--- src/rtl/csr_timer_compare.sv ---
// 64-bit timer compare CSR block: staged 64-bit compare register, 32-bit period,
// and a sticky interrupt raised when the timer reaches compare, with optional periodic re-arm.
module csr_timer_compare #(
    parameter logic [11:0] ADDRESS_LOWER   = 12'h000,
    parameter logic [11:0] ADDRESS_UPPER   = 12'h000,
    parameter logic [11:0] ADDRESS_PERIOD  = 12'h000,
    parameter logic [11:0] ADDRESS_CONTROL = 12'h000
) (
    input  logic        clk,
    input  logic        rst,
    input  logic        csrWriteEnable,
    input  logic [11:0] csrWriteAddress,
    input  logic [31:0] csrWriteData,
    input  logic        csrReadEnable,
    input  logic [11:0] csrReadAddress,
    output logic [31:0] csrReadData,
    output logic        csrRequestOutput,
    input  logic [63:0] timerValue,
    output logic        timerInterrupt
);

    localparam int CTRL_ENABLE   = 0;
    localparam int CTRL_PENDING  = 1;
    localparam int CTRL_PERIODIC = 2;

    logic [63:0] compare_q, compare_d;
    logic [31:0] lower_shadow_q, lower_shadow_d;
    logic [31:0] period_q, period_d;
    logic        enable_q, enable_d;
    logic        periodic_q, periodic_d;
    logic        pending_q, pending_d;

    logic write_lower, write_upper, write_period, write_control;
    logic match;

    assign write_lower   = csrWriteEnable && (csrWriteAddress == ADDRESS_LOWER);
    assign write_upper   = csrWriteEnable && (csrWriteAddress == ADDRESS_UPPER);
    assign write_period  = csrWriteEnable && (csrWriteAddress == ADDRESS_PERIOD);
    assign write_control = csrWriteEnable && (csrWriteAddress == ADDRESS_CONTROL);

    // Compare against the committed register only, so a half-written compare never matches.
    assign match = enable_q && (timerValue >= compare_q);

    always_comb begin
        // NOTE: every always_comb output gets a default first so no path leaves it unassigned (no latch).
        compare_d      = compare_q;
        lower_shadow_d = lower_shadow_q;
        period_d       = period_q;
        enable_d       = enable_q;
        periodic_d     = periodic_q;
        pending_d      = pending_q;

        if (match && periodic_q) begin
            compare_d = compare_q + {32'b0, period_q};
        end
        // A software commit of the upper half overrides the periodic advance.
        if (write_upper) begin
            compare_d = {csrWriteData, lower_shadow_q};
        end
        if (write_lower) begin
            lower_shadow_d = csrWriteData;
        end
        if (write_period) begin
            period_d = csrWriteData;
        end
        if (write_control) begin
            enable_d   = csrWriteData[CTRL_ENABLE];
            periodic_d = csrWriteData[CTRL_PERIODIC];
            if (csrWriteData[CTRL_PENDING]) begin
                pending_d = 1'b0;
            end
        end
        // Hardware set beats write-1-to-clear in the same cycle.
        if (match) begin
            pending_d = 1'b1;
        end
    end

    always_ff @(posedge clk or posedge rst) begin
        if (rst) begin
            compare_q      <= 64'hFFFF_FFFF_FFFF_FFFF;
            lower_shadow_q <= '0;
            period_q       <= '0;
            enable_q       <= 1'b0;
            periodic_q     <= 1'b0;
            pending_q      <= 1'b0;
        end else begin
            // NOTE: non-blocking assignments so every flop samples the pre-edge values of the others.
            compare_q      <= compare_d;
            lower_shadow_q <= lower_shadow_d;
            period_q       <= period_d;
            enable_q       <= enable_d;
            periodic_q     <= periodic_d;
            pending_q      <= pending_d;
        end
    end

    always_comb begin
        csrReadData      = '0;
        csrRequestOutput = 1'b0;
        if (csrReadEnable) begin
            if (csrReadAddress == ADDRESS_LOWER) begin
                csrReadData      = compare_q[31:0];
                csrRequestOutput = 1'b1;
            end else if (csrReadAddress == ADDRESS_UPPER) begin
                csrReadData      = compare_q[63:32];
                csrRequestOutput = 1'b1;
            end else if (csrReadAddress == ADDRESS_PERIOD) begin
                csrReadData      = period_q;
                csrRequestOutput = 1'b1;
            end else if (csrReadAddress == ADDRESS_CONTROL) begin
                csrReadData      = {29'b0, periodic_q, pending_q, enable_q};
                csrRequestOutput = 1'b1;
            end
        end
    end

    assign timerInterrupt = pending_q;

endmodule

--- config.mk ---
export PLATFORM = sky130hd
export DESIGN_NAME = csr_timer_compare
export DESIGN_NICKNAME = d
export VERILOG_FILES = /design/src/rtl/csr_timer_compare.sv
export SDC_FILE = /design/constraint.sdc
export NUM_CORES = 1
export LEC_CHECK = 0
export CAP_MARGIN = 20
export CORE_UTILIZATION = 45
export DETAILED_ROUTE_END_ITERATION = 10
export HOLD_SLACK_MARGIN = 0.12
export PLACE_DENSITY = 0.74
export REMOVE_ABC_BUFFERS = 1
export SYNTH_ARGS = -nofsm -noshare
export SYNTH_HDL_FRONTEND = slang
export SYNTH_SLANG_ARGS = --single-unit
--- constraint.sdc ---
create_clock -name clk -period 3.25 [get_ports clk]
set_input_delay 0.65 -clock clk [delete_from_list [all_inputs] [get_ports clk]]
set_output_delay 0.65 -clock clk [all_outputs]
set_load 0.01 [all_outputs]
==> summary.md <==
| Metric | Value |
|---|---|
| Status | complete, no violations |
| Setup Skew | between 10 and 15 ps |
| Sequential power share | a little under half |
| Clk Latency, worst-skew pair | approximately 350 ps |
| Leak | between 5 and 6 nW |
| Mapped cell area | 0.00809 mm^2 |
| Period minus WS final | roughly 3200 ps |
| Endpoints failing hold | 0 |
| Ant. Diodes | 0 |
| Critical path buffers and inverters | 3 |
| Met1 capacity usage during global routing | a little under two fifths |
| Cts hold-fix bufs | 0 |
| Grt met2 use | roughly 43% |
| CTS Buffer Depth | 2 |
| Clock root cell | clkbuf_16 |
| F_max | around 310 MHz |
| Sw frac | 25.9% |
| WS Path Type | in2reg |
| All-Layer GR Usage | a little over a quarter |
| Largest net degree at the start of global routing | 98 |
| Clock Pin Slew Worst Setup and Hold Paths | 70 ps |
| Worst Path Max Fanout | 5 |
| Synth async-reset ratio | 100% |
| Residual DRC | 0 |
| Fin. max-slew vios | 0 |
| Final ANT Viol Nets | 0 |
| Register area share after synthesis | a little under a third |
| Worst path max stage delay | between 400 and 500 ps |
| Final nets | between 1,000 and 1,500 |
| Yosys warns | 0 |
| Starting Density | a little under half |
| Yosys reg bits | between 90 and 100 |
| Number of global-route vias before repair | between 7,000 and 8,000 |
| Final setup viols | 0 |
| Die W | 136 um |
| Distinct cells, synth | between 60 and 70 |
| Synthesized area per cell | about 8.0 um^2 |
| CTS tree | done |
| DR iter-0 viols | slightly below 700 |
| Mapped Cells | ~1,000 |
| Vias per cell | 5.59 |
| CTS Sinks | 97 |
| Initial antenna violation count | 0 |
| Top FF cell, synth | dfstp_2 |
| Buffers on Ports | ~160 |
| CTS H-tree depth | 3 |
| Met3 Resource Use GR | 2.31% |
| Largest delay share family, worst path | compound AO/OA/AOI/OAI gates |
| Slew @ Worst Pin | 597 ps |
| Hold crit path type | reg2reg |
| Number of max-cap violations | 0 |
| WP data arrival | 3530 ps |
| Wire length per cell | 17.5 um |
| CP max-delay cell | or4_1 |
| Dpl cell area | 0.0103 mm^2 |
| Worst setup EP type | register |
| Post-synth EDFFs | 0 |
| Worst vdd ir | around 0.3 mV |
| Layout area overhead | 40.4% |
| Slew HR | between 50% and 60% |
| CP required | 3530 ps |
| Cell Rows | 48 |
| DR pass1 iterations | 5 |
| Pwr dens | ~240 mW/mm^2 |
| Gr ovfl total | 0 |
| Startpoint type of the worst setup path | primary input |
| CTS Buf Count | 9 |
| Core ar. | around 0.017 mm^2 |
| First-pass GRT wire length | between 30 and 40 mm |
| Routability cong. | about 0.9 |
| Overall power | roughly 2.7 mW |
| CP cell instances | clkdlybuf4s50_1 -> ha_1 -> buf_4 -> and4_4 -> nand2_2 -> a221o_1 -> a31oi_4 -> o211ai_4 -> a21oi_4 -> buf_4 -> nand3_4 -> or4_1 -> a31oi_1 |
| Vias | 8,156 |
| Clock share of power | 39.6% |
| RSZ-0062 raised after global routing | true |
| Internal power | 2.00 mW |
| GR peak layer | met2 |
| Detailed placer's ending HPWL | 17.8 mm |
| Fraction of layout cells with a size suffix above 1 | between 20% and 30% |
| Die area | roughly 0.019 mm^2 |
| Worst path most repeated cell | buf_4 |
| Switching power | approximately 700 uW |
| I/O Pins | ~160 |
| Combinational share of power | approximately 15% |
| Die Height | about 140 um |
| Design area | 0.0114 mm^2 |
| Fin crit share | roughly 100% |
| Routed WL | between 20 and 30 mm |
[cells in the final DEF (no fill, tap or decap), drive strengths merged, types with 9 or more instances in the layout]
cell / count
a21o: 22
a21oi: 93
a31oi: 20
and2: 32
buf: 85
clkbuf: 15
clkdlybuf4s50: 111
dfrtp: 33
dfstp: 64
dlygate4sd2: 44
ha: 96
inv: 76
nand2: 174
nand3: 20
nand4: 22
nor2: 78
o211ai: 9
o21ai: 82
o31ai: 11
or3: 9
or4: 9
xnor2: 30
xor2: 17
[sequential cells by signal, indices dropped and copies added (netlist names)]
signal,flops
timerInterrupt,1
compare_q,64
period_q,32
[power by group through the flow]
| stage | Sequential [mW] | Clock [mW] | Combinational [mW] |
|---|---|---|---|
| 2_1_floorplan | 1.25 | 0 | 0.138 |
| 3_3_place_gp | 1.25 | 0 | 0.358 |
| 3_5_place_dp | 1.25 | 0 | 0.365 |
| 4_1_cts | 1.23 | 1.07 | 0.375 |
| 5_1_grt | 1.23 | 1.11 | 0.435 |
| 6_report | 1.23 | 1.07 | 0.396 |
[worst paths after layout]
path / from / endpoint / slack (ps) / cells after the start
max: timerValue[11] / compare_q[63] / 5 / 13
min: timerInterrupt / timerInterrupt / 510 / 1
max reg2reg: compare_q[2] / compare_q[63] / 10 / 11
min reg2reg: timerInterrupt / timerInterrupt / 510 / 1
max in group asynchronous: rst / compare_q[35] / 2070 / 3
min in group asynchronous: rst / period_q[29] / 760 / 3
[stage by stage]
stage	cells	utilization (%)	setup WS (ps)	setup TNS, ps	hold WS [ps]
final	1459	65.2	4.71	0	506
after global routing	1459	65.2	-115	-1190	527
after CTS	1436	61.6	-46.9	-46.9	512
after detailed placement	1408	59.0	-573	-32050	496
after global placement	1407	59.0	-1090	-66560	487
after floorplan	970	-	-1770	-79550	472
[cell families (layout without fill, tap and decap cells)]
group                      count (synthesis)  after routing  share of synthesized area (%)
AOI/OAI and AO/OA                        267            267                           20.1
xor gates and xnor gates                  47             47                           5.09
adders and majority gates                 97             97                           15.1
buffers and inverters                    118            339                           5.91
DFF                                       97             97                           31.0
muxes                                      4              4                          0.511
and+or+nand+nor                          381            383                           22.3
[cells in the mapped netlist (22+ instances only)]
master,count,area [um^2]
a21o_1,22,165
a21oi_1,89,445
and2_1,32,200
clkbuf_1,30,113
dfrtp_1,33,826
dfstp_2,64,1680
ha_1,96,1200
inv_1,75,282
nand2_1,172,646
nand4_1,22,138
nor2_1,77,289
o21ai_0,75,375
xnor2_1,30,263
[area by class of cell]
cell class                      count  area [um^2]
Sequential cell                    97         2510
Timing Repair Buffer              246         2410
Clock inverter                      5         38.8
Tap cell                          225          282
Clock buffer                       11          243
Multi-Input combinational cell    798         5580
Fill cell                        1519         6060
Inverter                           77          290
[routing by layer]
metal  part of all wire, %  wire length [um]  vias up
met5                     0                 0        -
met4                   1.7               438        0
met3                   5.3              1340       30
met2                    48             12200      272
met1                    45             11600     3875
li1                      -                 -     3979
[timing repair]
item / in CTS / in global routing
pin swaps: 29 / 36
cloned: 2 / 6
endpoints found under the setup margin: 84 / 64
gates resized for setup: 67 / 78
setup buffers: 10 / 18
Note: power is estimated with default switching activity, not from simulation.
